==> src/rtl/acondicionador_de_entradas.sv <==
`default_nettype none
// ============================================================================
//  Module   : acondicionador_de_entradas
//  Purpose  : Input conditioning for the Mealy controller's I and S inputs.
//             Each raw asynchronous input passes through a two-flop
//             synchronizer and then a counter-based debouncer. The stage
//             drives stable registered levels and a single-cycle strobe on
//             every accepted 0->1 transition.
//  Ports    : clk      - system clock, all state updates on rising edge
//             reset    - asynchronous, active-high reset
//             I_raw    - raw asynchronous I input
//             S_raw    - raw asynchronous S input
//             I, S     - debounced, synchronized levels (registered)
//             I_pulse  - one-cycle strobe on accepted 0->1 of I
//             S_pulse  - one-cycle strobe on accepted 0->1 of S
//  Params   : DEBOUNCE_CYCLES - cycles a new synchronized level must hold
//             before it is accepted (1..255)
//  Revision : 1.0 - initial release
// ============================================================================
module acondicionador_de_entradas #(
    parameter int DEBOUNCE_CYCLES = 4
) (
    input  logic clk,
    input  logic reset,
    input  logic I_raw,
    input  logic S_raw,
    output logic I,
    output logic S,
    output logic I_pulse,
    output logic S_pulse
);

    // Terminal count: the level is accepted on the edge where the counter
    // already holds DEBOUNCE_CYCLES-1 consecutive pending cycles.
    localparam logic [7:0] c_CNT_LAST = 8'(DEBOUNCE_CYCLES - 1);

    // Channel state is a pure decode of sync2 versus the stable level.
    localparam logic ST_IDLE    = 1'b0;
    localparam logic ST_PENDING = 1'b1;

    // Bit 0 carries the I channel, bit 1 the S channel.
    logic [1:0] w_raw;
    logic [1:0] w_stab;
    logic [1:0] w_pulse;

    assign w_raw = {S_raw, I_raw};

    generate
        for (genvar g = 0; g < 2; g++) begin : g_chan
            logic       sync1_q;
            logic       sync2_q;
            logic       stab_q;
            logic       stab_d;
            logic       pulse_q;
            logic       pulse_d;
            logic [7:0] cnt_q;
            logic [7:0] cnt_d;
            logic       w_state;

            // State register: synchronizer, counter, stable level, strobe.
            // Metastability is confined to sync1_q; nothing else reads it.
            always_ff @(posedge clk or posedge reset) begin
                if (reset) begin
                    sync1_q <= 1'b0;
                    sync2_q <= 1'b0;
                    cnt_q   <= 8'd0;
                    stab_q  <= 1'b0;
                    pulse_q <= 1'b0;
                end else begin
                    sync1_q <= w_raw[g];
                    sync2_q <= sync1_q;
                    cnt_q   <= cnt_d;
                    stab_q  <= stab_d;
                    pulse_q <= pulse_d;
                end
            end

            // A disagreement between the synchronized input and the stable
            // level means a candidate transition is being timed.
            always_comb begin
                w_state = (sync2_q != stab_q) ? ST_PENDING : ST_IDLE;
            end

            // Next-state logic. Dropping back to IDLE before the terminal
            // count clears the counter, so a bounce restarts timing from 0.
            always_comb begin
                cnt_d  = 8'd0;
                stab_d = stab_q;
                case (w_state)
                    ST_PENDING: begin
                        if (cnt_q == c_CNT_LAST) begin
                            stab_d = sync2_q;
                            cnt_d  = 8'd0;
                        end else begin
                            cnt_d  = cnt_q + 8'd1;
                        end
                    end
                    default: begin
                        cnt_d  = 8'd0;
                        stab_d = stab_q;
                    end
                endcase
            end

            // Output logic: strobe only when the stable level is about to
            // go 0->1, so the pulse coincides with the first high cycle.
            always_comb begin
                pulse_d = stab_d & ~stab_q;
            end

            assign w_stab[g]  = stab_q;
            assign w_pulse[g] = pulse_q;
        end
    endgenerate

    assign I       = w_stab[0];
    assign S       = w_stab[1];
    assign I_pulse = w_pulse[0];
    assign S_pulse = w_pulse[1];

endmodule
`default_nettype wire

==> config.mk <==
export PLATFORM = sky130hd
export DESIGN_NAME = acondicionador_de_entradas
export DESIGN_NICKNAME = d
export VERILOG_FILES = /design/src/rtl/acondicionador_de_entradas.sv
export SDC_FILE = /design/constraint.sdc
export NUM_CORES = 1
export LEC_CHECK = 0
export CAP_MARGIN = 40
export CORE_AREA = 4 4 65 49
export DETAILED_ROUTE_END_ITERATION = 12
export DIE_AREA = 0 0 69 53
export HOLD_SLACK_MARGIN = 0.06
export PLACE_DENSITY = 0.59
export SLEW_MARGIN = 40
export SYNTH_ARGS = -nofsm -noshare
export SYNTH_HDL_FRONTEND = slang
export SYNTH_SLANG_ARGS = --single-unit
==> constraint.sdc <==
create_clock -name clk -period 2 [get_ports clk]
set_clock_uncertainty 0.15 [all_clocks]
set_input_delay 0.4 -clock clk [delete_from_list [all_inputs] [get_ports clk]]
set_output_delay 0.4 -clock clk [all_outputs]
set_load 0.1 [all_outputs]
# After elaboration in Yosys (flattened, before gate mapping)
# Cells that the tools add are included.
[totals]
wordCells = 30
output_inout_bits = 4
regBits = 24
inputBits = 4
[op_classes]
bitwise = 4
muxes = 10
n_addsub = 2
n_eq_ne = 4
[ops]
columns = ["op", "n"]
rows = [
  ["$mux W8", 4],
  ["$add A8 B1 Y8 const B", 2],
  ["$eq A8 B2 Y1 const B", 2],
  ["$mux W1", 6],
  ["$and A1 B1 Y1", 2],
  ["$ne A1 B1 Y1", 2],
  ["$not A1 Y1", 2],
]

# Longest topological paths before layout
# Gate-level depths: netlist of the first run.
[depth]
depth_word = 4
ltp_mapped = 4

# Least setup slack after synthesis of the first run
# Ideal clock, no wire load.
[synth_timing]
path_kind = "reg-to-reg"
from = "register g_chan[0].stab_q (netlist: I)"
to = "register g_chan[0].cnt_q[5]"
stages_incl_launch_ff = 4
setup_ns = 0.077
setup_slack_ns = 0.227
arrival_ns = 1.545
cell_sequence = "dfrtp_1 -> xor2_1 -> a21bo_2 -> a21oi_1"
[synth_between]
elab_chain_len = 3
[synth_lines]
columns = ["element", "line_no", "rtl"]
rows = [
  ["start, declared", "52", "logic stab_q;"],
  ["start signal, assigned", "73", "stab_q <= stab_d;"],
  ["$ne A1 B1 Y1", "81", "w_state = (sync2_q != stab_q) ? ST_PENDING : ST_IDLE;"],
  ["$mux W1", "81", ""],
  ["$mux W8", "89", "case (w_state)"],
  ["via g_chan[0].cnt_d[5]", "57", "logic [7:0] cnt_d;"],
  ["end signal, assigned", "72", "cnt_q <= cnt_d;"],
  ["end, declared", "56", "logic [7:0] cnt_q;"],
]
# The timed path passes the listed nets, and every way through them passes these cells.

# Worst setup path after layout of the first run
[layout_timing]
from = "register g_chan[0].cnt_q[0]"
to = "register g_chan[0].stab_q (netlist: I)"
[layout_between]
elab_chain_len = 3
[layout_lines]
columns = ["element", "line_no", "rtl"]
rows = [
  ["$eq A8 B2 Y1", "91", "if (cnt_q == c_CNT_LAST) begin"],
  ["$mux W1", "91", ""],
  ["$mux W1", "89", ""],
  ["via g_chan[0].stab_d", "53", "logic stab_d;"],
]
# The timed path passes the listed nets, and every way through them passes these cells.

==> results of run 1 <==
[cells by family after synthesis]
kind of cell    after synthesis  share of synthesized area (%)
flops                        24                          57.49
xor+xnor                      8                          6.706
fa+ha+maj                     4                          4.791
mux                           2                          2.514
simple gates                 36                          19.76
compound gates               14                          8.024
buf+inv                       2                         0.7188
[layout by cell type (no fill, tap or decap), types with 2 or more instances in the layout]
cell type        instances
nand3_1                  7
clkbuf_8                 4
or3_1                    6
nor3b_1                  2
o21ai_0                  6
and3_1                   2
inv_1                    2
a21oi_1                  5
ha_1                     4
xnor2_1                  4
dfrtp_1                 24
nand4_1                  2
nor4b_2                  2
nor2_1                   6
xor2_1                   4
a21bo_2                  2
clkdlybuf4s50_1          3
buf_12                   5
nor3_1                   2
nand2_1                  5
and2_1                   2
[cell usage after synthesis]
cell,number
nor3_1,2
dfrtp_1,24
and3_1,2
inv_1,2
nand3_1,7
nor3b_1,2
a21oi_2,1
nand2_1,5
xnor2_1,4
and2_1,2
a21oi_1,5
a21bo_2,2
nand4_1,2
or3_1,6
nor2_1,6
mux2_4,1
ha_1,4
nor4b_2,2
o21ai_0,6
mux2_2,1
xor2_1,4
[worst max-delay path by stage]
stage,start,to,slack [ns],cells past startpoint
finish,g_chan[0].cnt_q[0],I,0.33,4
global route,g_chan[0].cnt_q[0],I,0.27,4
CTS,g_chan[0].cnt_q[0],I,0.33,4
detailed placement,g_chan[0].cnt_q[0],I,0.34,4
global placement,g_chan[0].cnt_q[0],I,0.41,4
floorplan,I,g_chan[0].cnt_q[5],0.23,3
[metrics by stage]
stage	utilization, %	setup WS (ns)	instances	total power [µW]
5_1_grt	48.25	0.2708	138	1596
2_1_floorplan	-	0.2274	90	1011
4_1_cts	48.25	0.3332	138	1526
6_report	48.25	0.3289	138	1504
3_5_place_dp	46.16	0.3424	134	1197
3_3_place_gp	46.16	0.4051	134	1195
[flip-flops by register name, summed over array words and instances, names as in the netlist]
register and cells:
g_chan.sync2_q 2, g_chan.sync1_q 2, S 1, S_pulse 1
g_chan.cnt_q 16, I 1, I_pulse 1
[power by group through the flow]
stage          clock network [µW]  logic (µW)  registers [µW]
3_5_place_dp                    0         526             671
5_1_grt                       359         564             673
2_1_floorplan                   0         199             811
3_3_place_gp                    0         525             669
4_1_cts                       336         529             662
6_report                      321         520             662
[final cells by class]
cell class              instances  area share (%)
well taps                      36           3.533
repair buffers                  8           10.21
multi-input cells              64           34.25
clock buffers                   4           4.318
inverters                       2          0.5888
flip-flops and latches         24           47.11
[layer usage]
| metal | vias to the layer above | global-route usage [%] | wire, µm | share of wire, % |
|---|---|---|---|---|
| li1 | 341 | - | - | - |
| met2 | 10 | 16.30 | 762 | 44 |
| met4 | 0 | 1.948 | 0 | 0 |
| met5 | - | 0 | 0 | 0 |
| met1 | 344 | 14.78 | 880 | 51 |
| met3 | 0 | 5.313 | 91 | 5.3 |
[worst max-delay path: stages, from the launching register on]
cell and delay [ns]:
dfrtp_1 0.45, ha_1 0.20, nor4b_2 0.26, nand2_1 0.18
mux2_4 0.32
==> impl_results.md, run 1 <==
* Synth Instances at 90
* Yosys reg bits at 24
* Core ar. at 2643 µm²
* CP Data Arrival Time at 1.67 ns
* Wire per inst at 12.56 µm
* Share of cells above drive strength 1 at 15.69%
* Part of the power in registers at 44.0%
* Vias in the first global route at 681
* Hold-critical path depth at 0
* Unrepaired setup endpoints after global routing: no
* Critical Path End Type: flop
* Max-capacitance violation count at 0
* CTS root buf: clkbuf_8
* Synth warn at 0
* Num CTS Buffers at 3
* Hold-fix buffers, CTS at 0
* Overflow after GRT at 0
* Status: finished clean
* Setup bufs post-CTS at 0
* Die H at 53 µm
* Drt pass-1 iters at 4
* PortBufs at 7
* Fin area at 1275 µm²
* Antenna Cells at 0
* Post-DP Area at 1220 µm²
* Worst hold slack at 0.2043 ns
* Sequential fraction of the synthesis area at 57.49%
* Worst R2R Start: g_chan[0].cnt_q[0]
* Hold Crit Class: flop to flop
* Cell taking the most area after synthesis: dfrtp_1
* Fillers at 256
* Post-synth top area share at 57.49%
* Peak Freq at 0.5984 GHz
* Final min period at 1.671 ns
* GP Congestion at 0.7901
* Number of routed nets with antenna violations at 0
* First-pass GRT wire length at 3.111 mm
* R2R depth at 4
* Final-stage net count at 111
* PD cells at 1179 nW/µm²
* Multi-input logic area at 436.7 µm²
* Vias/cell at 5.036
* Die Area at 3657 µm²
* DRC viols at 0
* Worst skew pair latency at 0.26 ns
* Critical path type: flop to flop
* Synth area leaders: dfrtp_1 (57%), ha_1 (4.8%), or3_1 (3.6%)
* Flop-to-flop setup slack at 0.33 ns
* Clock transition at path regs at 0.08 ns
* # IOs at 8
* Max Slew Vio Count at 0
* Worst hold start: g_chan[0].sync1_q
* Required time of the critical path at 2.00 ns
* Setup TNS at 0 ns
* Register area at 600.6 µm²
* Via count at 695
* Reg2reg end: I
* GRT Util Overall at 11.03%
* Rows at 16
* CTS tree: built
* Sw Ratio at 37.06%
* Mapped cell area at 1045 µm²
* CTS H-Tree Depth at 1
* Slew headroom at 73.75%
* Leakage at 0.0005501 µW
* Die width at 69 µm
* DR iter-0 viols at 15
* Netlist cell types at 21
* Area grow syn2layout at 22.04%
* Post-synthesis net count at 98
* Fin. Hold Viols at 0
* Initial antenna violation count at 0
* Largest net degree at the start of global routing at 17
* Cell-internal power at 946.3 µW
* Period utilization at 83.55%
* Final setup viols at 0
* Avg Cell Area, Syn at 11.61 µm²
* CTS Sinks at 24
* Comb pwr share at 34.6%
* Nature of the critical path startpoint: flop
* Dpl hpwl at 1.308 mm
* Initial Util at 39.54%
* Clock Power Share at 21.4%
* Peak VDD IR at 0.7850 mV
* Clock Tree Buf Depth at 2
* Post-CTS sizing at 0
* CP Max Fanout at 6
* Switching power at 557.2 µW
* Hold path endpoint: g_chan[0].sync2_q
* Worst slew pin tran at 0.3933 ns
* Final wirelength at 1.733 mm
Note: power is estimated with default switching activity, not from simulation.
==> run 2, diff against run 1 <==
==> constraint.sdc (replaced) <==
create_clock -name clk -period 1.6 [get_ports clk]
set_clock_uncertainty 0.15 [all_clocks]
set_input_delay 0.32 -clock clk [delete_from_list [all_inputs] [get_ports clk]]
set_output_delay 0.32 -clock clk [all_outputs]
set_load 0.1 [all_outputs]
==> run 2 against run 1 <==
Effect of this change:
- global-route usage increased by 0.089 points
- sequential cell count unchanged
- final area increased by 4.6%
- wire length increased by 1.4%
- hold slack improved by 0.0045 ns
- critical path depth unchanged
- critical endpoint is now S
- largest cell class unchanged
- highest routed layer is now met4
==> impl_results.md, run 2 (same netlist as run 1, synthesis figures left out) <==
* Critical Path End Type: flop
* Fin area at 1334 µm²
* CTS tree: built
* R2R depth at 4
* Post-CTS sizing at 0
* Final Util at 50.47%
* Initial antenna violation count at 0
* Top Registers: g_chan.cnt_q: 16 flops, g_chan.sync1_q: 2 flops, g_chan.sync2_q: 2 flops
* Hold-critical path depth at 0
* DR iter-0 viols at 7
* CP max stage delay at 0.39 ns
* Critical path type: flop to flop
* PD cells at 1570 nW/µm²
* Final setup viols at 0
* CP Max Fanout at 4
* Cell-internal power at 1374 µW
* Overflow after GRT at 0
* Sw Ratio at 34.39%
* Period utilization at 94.36%
* Buffers and inverters on the worst path at 0
* Commonest non-fill, non-tap cells in the layout: dfrtp_1 (22), buf_4 (8), nand3_1 (7)
* CTS H-Tree Depth at 1
* Post-DP Area at 1240 µm²
* Status: finished clean
* Reg2reg end: S
* Max Slew Vio Count at 0
* M1 GR Usage at 13.73%
* Die Area at 3657 µm²
* Fin. Hold Viols at 0
* Met2 Use GR at 17.56%
* Wire per inst at 12.12 µm
* Peak Freq at 0.6624 GHz
* Worst slew pin tran at 0.3071 ns
* Num CTS Buffers at 3
* Via count at 702
* Worst R2R Start: g_chan[1].cnt_q[1]
* Nature of the critical path startpoint: flop
* Rows at 16
* Max reg flops at 16
* Dpl hpwl at 1.256 mm
* Vias/cell at 4.841
* Setup bufs post-CTS at 0
* Required time of the critical path at 1.60 ns
* GP Congestion at 0.8023
* Setup TNS at 0 ns
* Slew headroom at 79.37%
* Leakage at 0.0005866 µW
* Clock Power Share at 24.8%
* Peak VDD IR at 0.8779 mV
* Clock transition at path regs at 0.08 ns
* Initial Util at 39.54%
* Number of routed nets with antenna violations at 0
* Flop-to-flop setup slack at 0.09 ns
* Share of cells above drive strength 1 at 22.94%
* Part of the power in registers at 37.8%
* Final-stage net count at 118
* Slack of the critical path at 0.09026 ns
* DP Worst Slack at 0.08634 ns
* GRT Max-Usage Layer: met2
* Largest net degree at the start of global routing at 25
* Antenna Cells at 0
* Switching power at 720.1 µW
* GRT met3 Usage at 4.744%
* Worst hold start: g_chan[0].sync1_q
* Final min period at 1.510 ns
* Drt pass-1 iters at 4
* Die width at 69 µm
* Vias in the first global route at 721
* Largest register by flop count: g_chan.cnt_q
* First-pass GRT wire length at 3.132 mm
* CTS Sinks at 24
* PortBufs at 7
* Top cell family by delay on the critical path: flip-flops
* # IOs at 8
* Hold path endpoint: g_chan[0].sync2_q
* Area grow syn2layout at 27.66%
* Final wirelength at 1.758 mm
* Comb pwr share at 37.4%
* GRT Util Overall at 11.12%
* Hold-fix buffers, CTS at 0
* CP Cell Sequence: ha_1, nor4b_2, nand2_1, mux2_2
* Clock Tree Buf Depth at 2
* Most common cell after layout, fill and taps aside: dfrtp_1
* Die H at 53 µm
* DRC viols at 0
* Core ar. at 2643 µm²
* Hold Crit Class: flop to flop
* CTS root buf: clkbuf_8
* Slowest-stage cell, CP: dfrtp_1
* Worst skew pair latency at 0.26 ns
* CP Data Arrival Time at 1.51 ns
* Max-capacitance violation count at 0
[run 2: changes by cell type in the layout (fill, tap and decap cells not counted), sizes merged]
cell	delta
clkbuf	-1
buf	+7
bufinv	+1
[run 2: worst max path at each step]
stage               slack, ns                  to               start  cells past startpoint
finish                   0.09                   S  g_chan[1].cnt_q[1]                      4
global route            -0.08                   S  g_chan[1].cnt_q[1]                      4
CTS                      0.08                   S  g_chan[1].cnt_q[1]                      4
detailed placement       0.09                   S  g_chan[1].cnt_q[1]                      4
global placement         0.14                   I  g_chan[0].cnt_q[3]                      3
floorplan                0.11  g_chan[0].cnt_q[5]                   I                      3
[run 2: through the flow]
step / std cells / power [µW] / hold slack (ns)
after global routing: 145 / 2231 / 0.2234
after CTS: 142 / 2091 / 0.2123
after detailed placement: 138 / 1556 / 0.1863
after global placement: 138 / 1554 / 0.1884
final: 145 / 2094 / 0.2087
after floorplan: 90 / 1269 / 0.1812
[run 2: layout make-up]
cell class	instances	area, µm²
clock buffer	3	41.29
clock inverter	1	30.03
fill	243	1309
inverter	2	7.507
multi-input combinational	64	436.7
sequential	24	603.1
tap	36	45.04
timing repair buffer	15	170.2
[run 2: power by group through the flow]
stage / Combinational [µW] / Clock, µW / Sequential (µW)
after floorplan: 248 / 0 / 1020
after global placement: 749 / 0 / 806
after detailed placement: 748 / 0 / 807
after CTS: 753 / 542 / 796
after global routing: 846 / 576 / 809
final: 783 / 520 / 791
[run 2: layer usage]
metal	vias to the layer above	routed length, µm
li1	354	-
met1	332	894
met2	14	764
met3	2	91
met4	0	7
met5	-	0
